`config.mk`:
```
export PLATFORM = sky130hd
export DESIGN_NAME = seg_time_display_flat
export DESIGN_NICKNAME = d
export VERILOG_FILES = /design/src/rtl/seg_time_display_if.sv /design/src/rtl/seg_time_display.sv /design/src/flat_wrapper.sv
export SDC_FILE = /design/constraint.sdc
export NUM_CORES = 1
export LEC_CHECK = 0
export CAP_MARGIN = 10
export CORE_UTILIZATION = 35
export CTS_BUF_LIST = sky130_fd_sc_hd__clkbuf_4 sky130_fd_sc_hd__clkbuf_8 sky130_fd_sc_hd__clkbuf_16
export CTS_CLUSTER_SIZE = 25
export DETAILED_ROUTE_END_ITERATION = 7
export PLACE_DENSITY_LB_ADDON = 0.25
export SKIP_LAST_GASP = 1
export SYNTH_ARGS = -nofsm -noshare
export SYNTH_HDL_FRONTEND = slang
export SYNTH_SLANG_ARGS = --single-unit
```
`constraint.sdc`:
```
create_clock -name clk -period 5.84 [get_ports clk]
set_input_delay 1.752 -clock clk [delete_from_list [all_inputs] [get_ports clk]]
set_output_delay 1.752 -clock clk [all_outputs]
set_load 0.01 [all_outputs]
```
`src/rtl/seg_time_display_if.sv`:
```
// seg_time_display_if: time inputs and multiplexed seven-segment drive of seg_time_display
interface seg_time_display_if;
  logic [7:0] sec_in;
  logic [7:0] min_in;
  logic [6:0] seg;
  logic       dp;
  logic [3:0] an;
  logic       busy;
  modport master (output sec_in, min_in, input seg, dp, an, busy);
  modport slave (input sec_in, min_in, output seg, dp, an, busy);
endinterface

```
`src/rtl/seg_time_display.sv`:
```
// seg_time_display: MM.SS on a 4-digit multiplexed display via iterative binary-to-BCD conversion
module seg_time_display #(
  parameter int SCAN_DIV = 50000
) (
  input logic clk,
  input logic rst,
  seg_time_display_if.slave io_disp
);
  localparam int DW = $clog2(SCAN_DIV);
  typedef enum logic [1:0] {CAPTURE, CONV_MIN, CONV_SEC, UPDATE} state_t;
  state_t          r_state;
  logic            r_busy;
  logic [6:0]      r_min_rem;
  logic [6:0]      r_sec_rem;
  logic [3:0]      r_min_tens;
  logic [3:0]      r_sec_tens;
  logic [3:0][3:0] r_d;
  logic [DW-1:0]   r_div;
  logic [1:0]      r_idx;
  logic [6:0]      r_seg;
  logic [3:0]      r_an;
  logic            r_dp;
  logic            w_wrap;
  logic [1:0]      w_idx_next;
  logic [3:0][3:0] w_d_next;
  function automatic logic [6:0] seg_enc(input logic [3:0] d);
    case (d)
      4'd0: seg_enc = 7'b1000000;
      4'd1: seg_enc = 7'b1111001;
      4'd2: seg_enc = 7'b0100100;
      4'd3: seg_enc = 7'b0110000;
      4'd4: seg_enc = 7'b0011001;
      4'd5: seg_enc = 7'b0010010;
      4'd6: seg_enc = 7'b0000010;
      4'd7: seg_enc = 7'b1111000;
      4'd8: seg_enc = 7'b0000000;
      4'd9: seg_enc = 7'b0010000;
      default: seg_enc = 7'b1111111;
    endcase
  endfunction
  always_ff @(posedge clk)
    if (rst) begin
      r_state    <= CAPTURE;
      r_busy     <= 1'b0;
      r_min_rem  <= '0;
      r_sec_rem  <= '0;
      r_min_tens <= '0;
      r_sec_tens <= '0;
    end else begin
      case (r_state)
        CAPTURE: begin
          r_min_rem  <= io_disp.min_in > 8'd99 ? 7'd99 : io_disp.min_in[6:0];
          r_sec_rem  <= io_disp.sec_in > 8'd99 ? 7'd99 : io_disp.sec_in[6:0];
          r_min_tens <= '0;
          r_sec_tens <= '0;
          r_state    <= CONV_MIN;
          r_busy     <= 1'b1;
        end
        CONV_MIN:
          if (r_min_rem >= 7'd10) begin
            r_min_rem  <= r_min_rem - 7'd10;
            r_min_tens <= r_min_tens + 4'd1;
          end else r_state <= CONV_SEC;
        CONV_SEC:
          if (r_sec_rem >= 7'd10) begin
            r_sec_rem  <= r_sec_rem - 7'd10;
            r_sec_tens <= r_sec_tens + 4'd1;
          end else r_state <= UPDATE;
        default: begin
          r_state <= CAPTURE;
          r_busy  <= 1'b0;
        end
      endcase
    end
  // seg and an are both derived from next-state values so they always switch together
  assign w_wrap     = r_div == DW'(SCAN_DIV - 1);
  assign w_idx_next = w_wrap ? r_idx + 2'd1 : r_idx;
  assign w_d_next   = r_state == UPDATE ? {r_min_tens, r_min_rem[3:0], r_sec_tens, r_sec_rem[3:0]} : r_d;
  always_ff @(posedge clk)
    if (rst) begin
      r_div <= '0;
      r_idx <= '0;
      r_d   <= '0;
      r_an  <= 4'b1110;
      r_seg <= 7'b1000000;
      r_dp  <= 1'b1;
    end else begin
      r_div <= w_wrap ? '0 : r_div + DW'(1);
      r_idx <= w_idx_next;
      r_d   <= w_d_next;
      r_an  <= ~(4'b0001 << w_idx_next);
      r_seg <= seg_enc(w_d_next[w_idx_next]);
      r_dp  <= w_idx_next != 2'd2;
    end
  assign io_disp.seg  = r_seg;
  assign io_disp.an   = r_an;
  assign io_disp.dp   = r_dp;
  assign io_disp.busy = r_busy;
endmodule

```
`src/flat_wrapper.sv`:
```
// flat-port wrapper written by rule: the top's interface ports become plain ports
module seg_time_display_flat 
#(
  parameter int SCAN_DIV = 50000
)
  (clk, rst, io_disp_sec_in, io_disp_min_in, io_disp_seg, io_disp_dp, io_disp_an, io_disp_busy);
  seg_time_display_if io_disp_i ();
  input logic clk;
  input logic rst;
  input wire logic [$bits(io_disp_i.sec_in)-1:0] io_disp_sec_in;
  input wire logic [$bits(io_disp_i.min_in)-1:0] io_disp_min_in;
  output wire logic [$bits(io_disp_i.seg)-1:0] io_disp_seg;
  output wire logic [$bits(io_disp_i.dp)-1:0] io_disp_dp;
  output wire logic [$bits(io_disp_i.an)-1:0] io_disp_an;
  output wire logic [$bits(io_disp_i.busy)-1:0] io_disp_busy;
  assign io_disp_i.sec_in = io_disp_sec_in;
  assign io_disp_i.min_in = io_disp_min_in;
  assign io_disp_seg = io_disp_i.seg;
  assign io_disp_dp = io_disp_i.dp;
  assign io_disp_an = io_disp_i.an;
  assign io_disp_busy = io_disp_i.busy;
  seg_time_display #(.SCAN_DIV(SCAN_DIV)) u_core (.clk(clk), .rst(rst), .io_disp(io_disp_i));
endmodule
```
==> After elaboration in Yosys (flattened, before gate mapping) <==
Memories as Yosys holds them, arrays and structs flattened. A register that Yosys moved wholly into a read port is not among the register bits.
Cells that the tools add are included.
Widths: inputs -> output; s select.
{ "classes": {"add_sub_neg": 6, "magnitude_cmp": 5, "eq_ne": 9, "shift": 1, "muxes": 18, "n_bitwise": 1, "n_reduce_logical": 8} }
{ "ops": {"columns": ["op", "n"], "rows": [
  ["$mux 7", 4],
  ["$pmux 7 s2", 2],
  ["$add 16x1->16 const B", 1],
  ["$eq 16x16->1 const B", 1],
  ["$gt 8x7->1 const B", 2],
  ["$mux 16", 1],
  ["$pmux 4 s2", 2],
  ["$ge 7x4->1 const B", 2],
  ["$sub 7x4->7 const B", 2],
  ["$mux 4", 3],
  ["$add 4x1->4 const B", 2],
  ["$bmux 4 s2", 1],
  ["$mux 2", 3],
  ["$ne 2x2->1 const B", 3],
  ["$pmux 2 s3", 1],
  ["$reduce_and 2->1", 3],
  ["$eq 2x2->1 const B", 2],
  ["$ne 2x1->1 const B", 2],
  ["$not 4->4", 1],
  ["$reduce_bool 2->1", 2],
  ["$reduce_or 2->1", 2],
  ["$shl 1x2->4 const A", 1],
  ["$lt 2x3->1 const B", 1],
  ["$add 2x1->2 const B", 1],
  ["3 further kinds", 3]
]} }
{ "totals": {"register_bits": 64, "mem_bits_ro": 112, "in_bits": 18, "out_inout_bits": 13, "word_cells": 63, "n_memories": 1} }
{ "memory_table": {"columns": ["name", "words", "word_bits", "rd", "rd_clocked_by_memory_dff", "write_ports", "line_no", "rtl"], "rows": [
  ["(no name shown)", 16, 7, 1, 1, 0, "seg_time_display.sv:27", "case (d)"]
]} }

==> Longest topological paths before layout <==
Gate-level depths: netlist (run 1).
{ "depth": {"ltp_word": 4, "mapped_depth": 12, "depth_no_buf": 10} }

==> Least setup slack after synthesis (run 1) <==
OpenSTA, ideal clock, no wires.
{ "synth_path": {"path_type": "input to register", "from": "in io_disp_sec_in[4]", "to": "reg u_core.r_sec_rem[4]", "setup_time_ns": 0.096, "arrival_ns": 2.790, "required_time_ns": 5.744, "setup_slack_ns": 2.955, "stages": 5, "n_path_buf": 0, "path_cell_list": "o311ai_0 > nor2b_1 > a21oi_1 > a31o_2 > a221oi_1"} }
{ "synth_via": {"elab_chain_cells": 3} }
{ "synth_lines": {"columns": ["item", "line_no", "rtl"], "rows": [
  ["start, declared", "flat_wrapper.sv:10", "input wire logic [$bits(io_disp_i.sec_in)-1:0] io_disp_sec_in;"],
  ["$gt 8x7->1", "seg_time_display.sv:53", "r_sec_rem <= io_disp.sec_in > 8'd99 ? 7'd99 : io_disp.sec_in[6:0];"],
  ["$mux 7 *", "seg_time_display.sv:53", null],
  ["$pmux 7 s2 *", "seg_time_display.sv:50", "case (r_state)"],
  ["end signal, assigned", "seg_time_display.sv:53", null],
  ["end signal, assigned", "seg_time_display.sv:66", "r_sec_rem <= r_sec_rem - 7'd10;"],
  ["end, declared", "seg_time_display.sv:14", "logic [6:0] r_sec_rem;"]
]} }
Mark *: on every way between the ends. The rest lies on a longest branch, timed or not.
A chain may end at the register's enable or synchronous reset.

==> Worst setup path in the final report (run 1) <==
{ "layout_path": {"from": "in rst", "to": "reg u_core.r_div[3]"} }
{ "layout_via": {"elab_chain_cells": 1} }
{ "layout_lines": {"columns": ["item", "line_no", "rtl"], "rows": [
  ["start, declared", "flat_wrapper.sv:9", "input logic rst;"],
  ["$reduce_or 2->1 (no line)", null, null],
  ["end signal, assigned", "seg_time_display.sv:88", "r_div <= w_wrap ? '0 : r_div + DW'(1);"],
  ["end, declared", "seg_time_display.sv:18", "logic [DW-1:0] r_div;"]
]} }
No other way between the ends.

==> results_dict.tcl, run 1 <==
set metrics [dict create \
    maxCapViolCount 0 \
    criticalPathCategory "primary input to flop" \
    ctsLongestPathBuffers 2 \
    drv_slew 0 \
    die_width_um 105 \
    cp.required_ns 6.04 \
    avgViaCountPerCell 5.08 \
    place_ws_ns 2.31 \
    wire_per_inst_um 12.8 \
    netlist_top_cells_area "sky130_fd_sc_hd__dfxtp_1, sky130_fd_sc_hd__mux2i_1, sky130_fd_sc_hd__nor2_1, sky130_fd_sc_hd__ha_1, sky130_fd_sc_hd__a21oi_1" \
    h-tree-depth 3 \
    totalNegativeSetupSlack_ns 0 \
    grt_antenna_before_repair 0 \
    finalSetupViolCount 0 \
    synth_xor_xnor_area_share 0.0404 \
    layout_worst_path_cycle_share 0.541 \
    cp-start-kind "primary input" \
    synth.area.mux_share 0.103 \
    clock-skew-final_ns 0.00933 \
    post_synth_instance_area_um2 3690 \
    route.antenna.remaining_nets 0 \
    r2r-start "u_core.r_div[4]" \
    clk_transition_reported_paths_ns 0.07 \
    synth-adder-area-share 0.0509 \
    core_area_um2 10300 \
    placement.cell_area_um2 4000 \
    yosysTopAreaCell "sky130_fd_sc_hd__dfxtp_1" \
    synth.distinct_cells 64 \
    synth_seq_area_share 0.380 \
    post-route-util 0.405 \
    synth-compound-area-share 0.150 \
    synth_cells 409 \
    layout.cells.most_common_list "sky130_fd_sc_hd__dfxtp_1, sky130_fd_sc_hd__nor2_1, sky130_fd_sc_hd__nand2_1, sky130_fd_sc_hd__clkdlybuf4s50_1, sky130_fd_sc_hd__a21oi_1" \
    grt_first_pass_wirelength_um 12900 \
    detail_route.drc_violations 0 \
    r2r.worst_path.cells 8 \
    synth_simple_gate_area_share 0.218 \
    final.setup.worst_slack_ns 2.68 \
    design.die.area_um2 10900 \
    clkLatencyLatePin_ns 0.33 \
    num_antenna_cells 0 \
    finalNetCount 464 \
    yosys_warnings 0 \
    status "complete, no violations" \
    grt_remaining_overflow 0 \
    hold_buf_count_cts 0 \
    grtUsageTotal 0.143 \
    final.min_clock_period_ns 3.16 \
    power.density_cell_area_nw_per_um2 333 \
    place.port_buffers 30 \
    synth-main-ff-cell "sky130_fd_sc_hd__dfxtp_1" \
    gp_congestion 0.813 \
    postCtsResizedCells 0 \
    syn_to_final_growth_pct 12.9 \
    cts_root_buf "sky130_fd_sc_hd__clkbuf_8" \
    ioPinCount 31 \
    drive_gt1_frac 0.0853 \
    arrival_ns 3.36 \
    cts_made_buffers 9 \
    netlist.area_leader.share 0.380 \
    number_of_enable_flip_flop_cells_after_synthesis 0 \
    kind_of_end_point_of_the_critical_path "flop" \
    leakage_nw 1.58 \
    max_clock_freq_mhz 317 \
    vias 2893 \
    postSynthNetCount 442 \
    synth_top_family_by_area "simple AND/OR/NAND/NOR gates" \
    final_cell_area_um2 4160 \
    cp-startpoint "rst" \
    start_util 0.359 \
    timing.hold.worst.class "flop to flop" \
    pin_slew_with_the_least_headroom_to_its_limit_ns 1.05 \
    via_count_of_the_first_global_routing_pass 2808 \
    whs_path_depth 1 \
    synth_area_per_cell_um2 9.01 \
    tritoncts_sink_count 70 \
    rows 37 \
    tritoncts "built" \
    slew_headroom 0.301 \
    die_height_um 105 \
    synthArstFlopShare 0 \
    timing.final.hold_violations 0 \
    first_pass_iters 4 \
    hp-start "u_core.r_div[0]" \
    yosys_register_bits 70 \
    first_iter_violations 116 \
    pin_count_of_the_biggest_net_entering_global_routing 51 \
    vdd_drop_max_uv 172 \
    critical_path_peak_fanout 50 \
    cts.repair_timing.setup_buffer_count 0 \
    rsz0062_at_grt "false" \
    drt-total-wl_um 7300 \
    hpwlAfterDp_um 5170 \
    layout_commonest_cell "sky130_fd_sc_hd__dfxtp_1" \
]
## final cells by class
| class | count | area, um^2 |
|---|---|---|
| Fill cell | 1057 | 6120 |
| Multi-Input combinational cell | 304 | 2070 |
| Sequential cell | 70 | 1400 |
| Timing Repair Buffer | 31 | 303 |
| Tap cell | 136 | 170 |
| Clock buffer | 12 | 153 |
| Inverter | 15 | 56.3 |
| Clock inverter | 2 | 10.0 |
## registers in the layout (all words and copies together) (netlist names)
register and cells:
u_core.r_min_rem 7, u_core.r_sec_rem 7, u_core.r_idx 2, u_core.r_d 16, u_core.io_disp.seg 7, u_core.r_div 16
u_core.r_state 2, u_core.r_min_tens 4, u_core.r_sec_tens 4, u_core.io_disp.an 4, u_core.io_disp.busy 1
## cells in the mapped netlist (all sizes together), types with 2 or more instances
| master | number |
|---|---|
| a31o | 2 |
| a31oi | 4 |
| nor2b | 6 |
| mux4 | 4 |
| xor2 | 7 |
| o211ai | 3 |
| o311ai | 4 |
| a211oi | 5 |
| buf | 10 |
| ha | 15 |
| and3 | 8 |
| dfxtp | 70 |
| nand3 | 16 |
| nor2 | 64 |
| o21ai | 12 |
| a41oi | 2 |
| or3 | 5 |
| o31ai | 4 |
| clkbuf | 10 |
| nand3b | 3 |
| o21a | 2 |
| a21oi | 28 |
| nor4b | 2 |
| a2111oi | 2 |
| and4bb | 2 |
| nand2 | 36 |
| o22ai | 2 |
| inv | 14 |
| a2111o | 2 |
| or2 | 2 |
| nand2b | 4 |
| nor3 | 7 |
| a311oi | 2 |
| xnor2 | 10 |
| mux2i | 27 |
## path summary, 6_finish.rpt
check / slack (ns) / endpoint
setup / recovery: 2.68 / u_core.r_div[3]
hold / removal: 0.45 / u_core.r_div[0]
setup reg to reg: 2.85 / u_core.io_disp.seg[5]
hold reg to reg: 0.45 / u_core.r_div[0]
## stage by stage
step	hold slack, ns	power, mW	std cells
after floorplan	0.413	0.940	409
after global placement	0.425	1.05	556
after detailed placement	0.431	1.06	556
after CTS	0.446	1.40	570
after global routing	0.475	1.49	570
final	0.446	1.38	570
## critical path, cell delays in order
cell                       delay [ns]
sky130_fd_sc_hd__clkbuf_2        0.77
sky130_fd_sc_hd__inv_1           0.25
sky130_fd_sc_hd__nand2_1         0.47
sky130_fd_sc_hd__nor2_1          0.11
## kinds of logic (layout without fill, tap and decap cells)
kind of cell / Yosys count / in the layout
buffers and inverters: 35 / 60
muxes: 32 / 32
and+or+nand+nor: 161 / 161
AOI/OAI and AO/OA: 79 / 79
DFF: 70 / 70
adders and majority gates: 15 / 15
xor gates and xnor gates: 17 / 17
## routing by layer
layer	vias to the layer above	GRT usage	share of wire
met1	1339	0.184	0.49
met5	-	0	0
met2	63	0.229	0.47
li1	1489	-	-
met3	2	0.0349	0.038
met4	0	0.0543	0.0052
## power by group
group / total, mW / internal (mW) / switching (mW)
registers: 0.598 / 0.540 / 0.0578
clock network: 0.332 / 0.169 / 0.163
logic: 0.454 / 0.192 / 0.263
total: 1.38 / 0.901 / 0.483
Note: power is estimated with default switching activity, not from simulation.
==> run 2: changes to the inputs <==
- clock period: 5.84 -> 3.04 ns (I/O delays scaled with it)
==> run 2 against run 1 <==
Sequential share of layout area decreased by 0.94 points. Routed wire length hardly changed. Cell area increased by 2.9%. Via count rose by 0.69%. Flip-flop and latch count unchanged. Die area unchanged. Register-to-register slack got worse by 2.5 ns. Count of clock-buffer cells in the layout decreased by 1. Final cell count rose by 1.2%. Critical path type is now flop to flop. Highest routed layer unchanged.
==> results_dict.tcl, run 2 (synthesized netlist as in run 1, its figures left out) <==
set metrics [dict create \
    pin_slew_with_the_least_headroom_to_its_limit_ns 0.761 \
    totalNegativeSetupSlack_ns 0 \
    cp-start-kind "flop" \
    hold_buf_count_cts 0 \
    status "complete, no violations" \
    layout.cells.most_common_list "sky130_fd_sc_hd__dfxtp_1, sky130_fd_sc_hd__nor2_1, sky130_fd_sc_hd__nand2_1, sky130_fd_sc_hd__clkdlybuf4s50_1, sky130_fd_sc_hd__a21oi_1" \
    place.port_buffers 30 \
    drive_gt1_frac 0.0998 \
    die_width_um 105 \
    grt_antenna_before_repair 0 \
    drt-total-wl_um 7310 \
    finalSetupViolCount 0 \
    vias 2913 \
    timing.hold.worst.class "flop to flop" \
    tritoncts_sink_count 70 \
    cts_made_buffers 9 \
    wire_per_inst_um 12.7 \
    vdd_drop_max_uv 312 \
    cts.repair_timing.setup_buffer_count 0 \
    ctsLongestPathBuffers 2 \
    clkLatencyLatePin_ns 0.34 \
    slew_headroom 0.492 \
    first_iter_violations 112 \
    grtUsageTotal 0.143 \
    maxCapViolCount 0 \
    die_height_um 105 \
    clock-skew-final_ns 0.00798 \
    post_route_insts_no_fill 577 \
    first_pass_iters 5 \
    gp_congestion 0.785 \
    dp_cells 561 \
    finalNetCount 469 \
    avgViaCountPerCell 5.05 \
    hold-worst-slack_ns 0.456 \
    route.antenna.remaining_nets 0 \
    drv_slew 0 \
    syn_to_final_growth_pct 16.2 \
    grt_first_pass_wirelength_um 12800 \
    tritoncts "built" \
    rows 37 \
    clk_transition_reported_paths_ns 0.07 \
    grt_remaining_overflow 0 \
    final_cell_area_um2 4280 \
    placement.cell_area_um2 4050 \
    leakage_nw 1.63 \
    core_area_um2 10300 \
    grt.met3_usage 0.0443 \
    ioPinCount 31 \
    num_antenna_cells 0 \
    layout_commonest_cell "sky130_fd_sc_hd__dfxtp_1" \
    via_count_of_the_first_global_routing_pass 2804 \
    cts_root_buf "sky130_fd_sc_hd__clkbuf_8" \
    fillCellCount 1029 \
    timing.final.hold_violations 0 \
    h-tree-depth 3 \
    detail_route.drc_violations 0 \
    start_util 0.359 \
    power.density_cell_area_nw_per_um2 672 \
    postCtsResizedCells 0 \
    cp.required_ns 3.31 \
    criticalPathCategory "flop to flop" \
    final.min_clock_period_ns 2.66 \
    largest_registers "u_core.r_d x16, u_core.r_div x16" \
    rsz0062_at_grt "false" \
    kind_of_end_point_of_the_critical_path "flop" \
    design.die.area_um2 10900 \
    groute.layer.met2.usage 0.238 \
    top_usage_layer "met2" \
    arrival_ns 2.93 \
    layout_worst_path_cycle_share 0.874 \
    hpwlAfterDp_um 5350 \
    max_clock_freq_mhz 376 \
    critical_path_peak_fanout 9 \
    global_route_track_usage_on_met1 0.176 \
    pin_count_of_the_biggest_net_entering_global_routing 32 \
]
run 2: report_power, final:
part / switching [mW] / internal, mW
clock network: 0.344 / 0.507
registers: 0.112 / 1.04
logic: 0.503 / 0.375
run 2: per-layer routing:
metal	routed length, um	part of all wire
met1	3410	0.47
met2	3530	0.48
met3	281	0.038
met4	94	0.013
met5	0	0
run 2: area by class of cell:
| class | instances | area, um^2 | area share |
|---|---|---|---|
| clock buffers | 11 | 151 | 0.0354 |
| inverters | 15 | 56.3 | 0.0132 |
| well taps | 136 | 170 | 0.0397 |
| multi-input cells | 304 | 2070 | 0.483 |
| repair buffers | 36 | 353 | 0.0824 |
| clock inverters | 5 | 81.3 | 0.0190 |
| flip-flops and latches | 70 | 1400 | 0.327 |
run 2: critical path, stage by stage (launching register included):
cell and delay, ns:
sky130_fd_sc_hd__dfxtp_1 0.36, sky130_fd_sc_hd__ha_1 0.19, sky130_fd_sc_hd__and3_2 0.25, sky130_fd_sc_hd__nand4_2 0.28
sky130_fd_sc_hd__buf_4 0.29, sky130_fd_sc_hd__mux2i_1 0.12, sky130_fd_sc_hd__a2111o_1 0.47, sky130_fd_sc_hd__ha_1 0.23
sky130_fd_sc_hd__mux2_2 0.27, sky130_fd_sc_hd__a21oi_1 0.13
run 2: worst paths after layout:
path / from / to / slack [ns] / cells past startpoint
setup / recovery: u_core.r_div[0] / u_core.io_disp.seg[4] / 0.38 / 9
hold reg to reg: u_core.r_div[0] / u_core.r_div[0] / 0.46 / 1
setup reg to reg: u_core.r_div[0] / u_core.io_disp.seg[4] / 0.38 / 9
hold / removal: u_core.r_div[0] / u_core.r_div[0] / 0.46 / 1
run 2: stage by stage:
step	total power, mW	setup slack, ns	util
4_1_cts	2.91	0.357	0.417
3_5_place_dp	2.05	0.376	0.394
6_report	2.88	0.384	0.417
2_1_floorplan	1.81	0.589	-
5_1_grt	3.09	0.165	0.417
3_3_place_gp	2.04	0.454	0.394
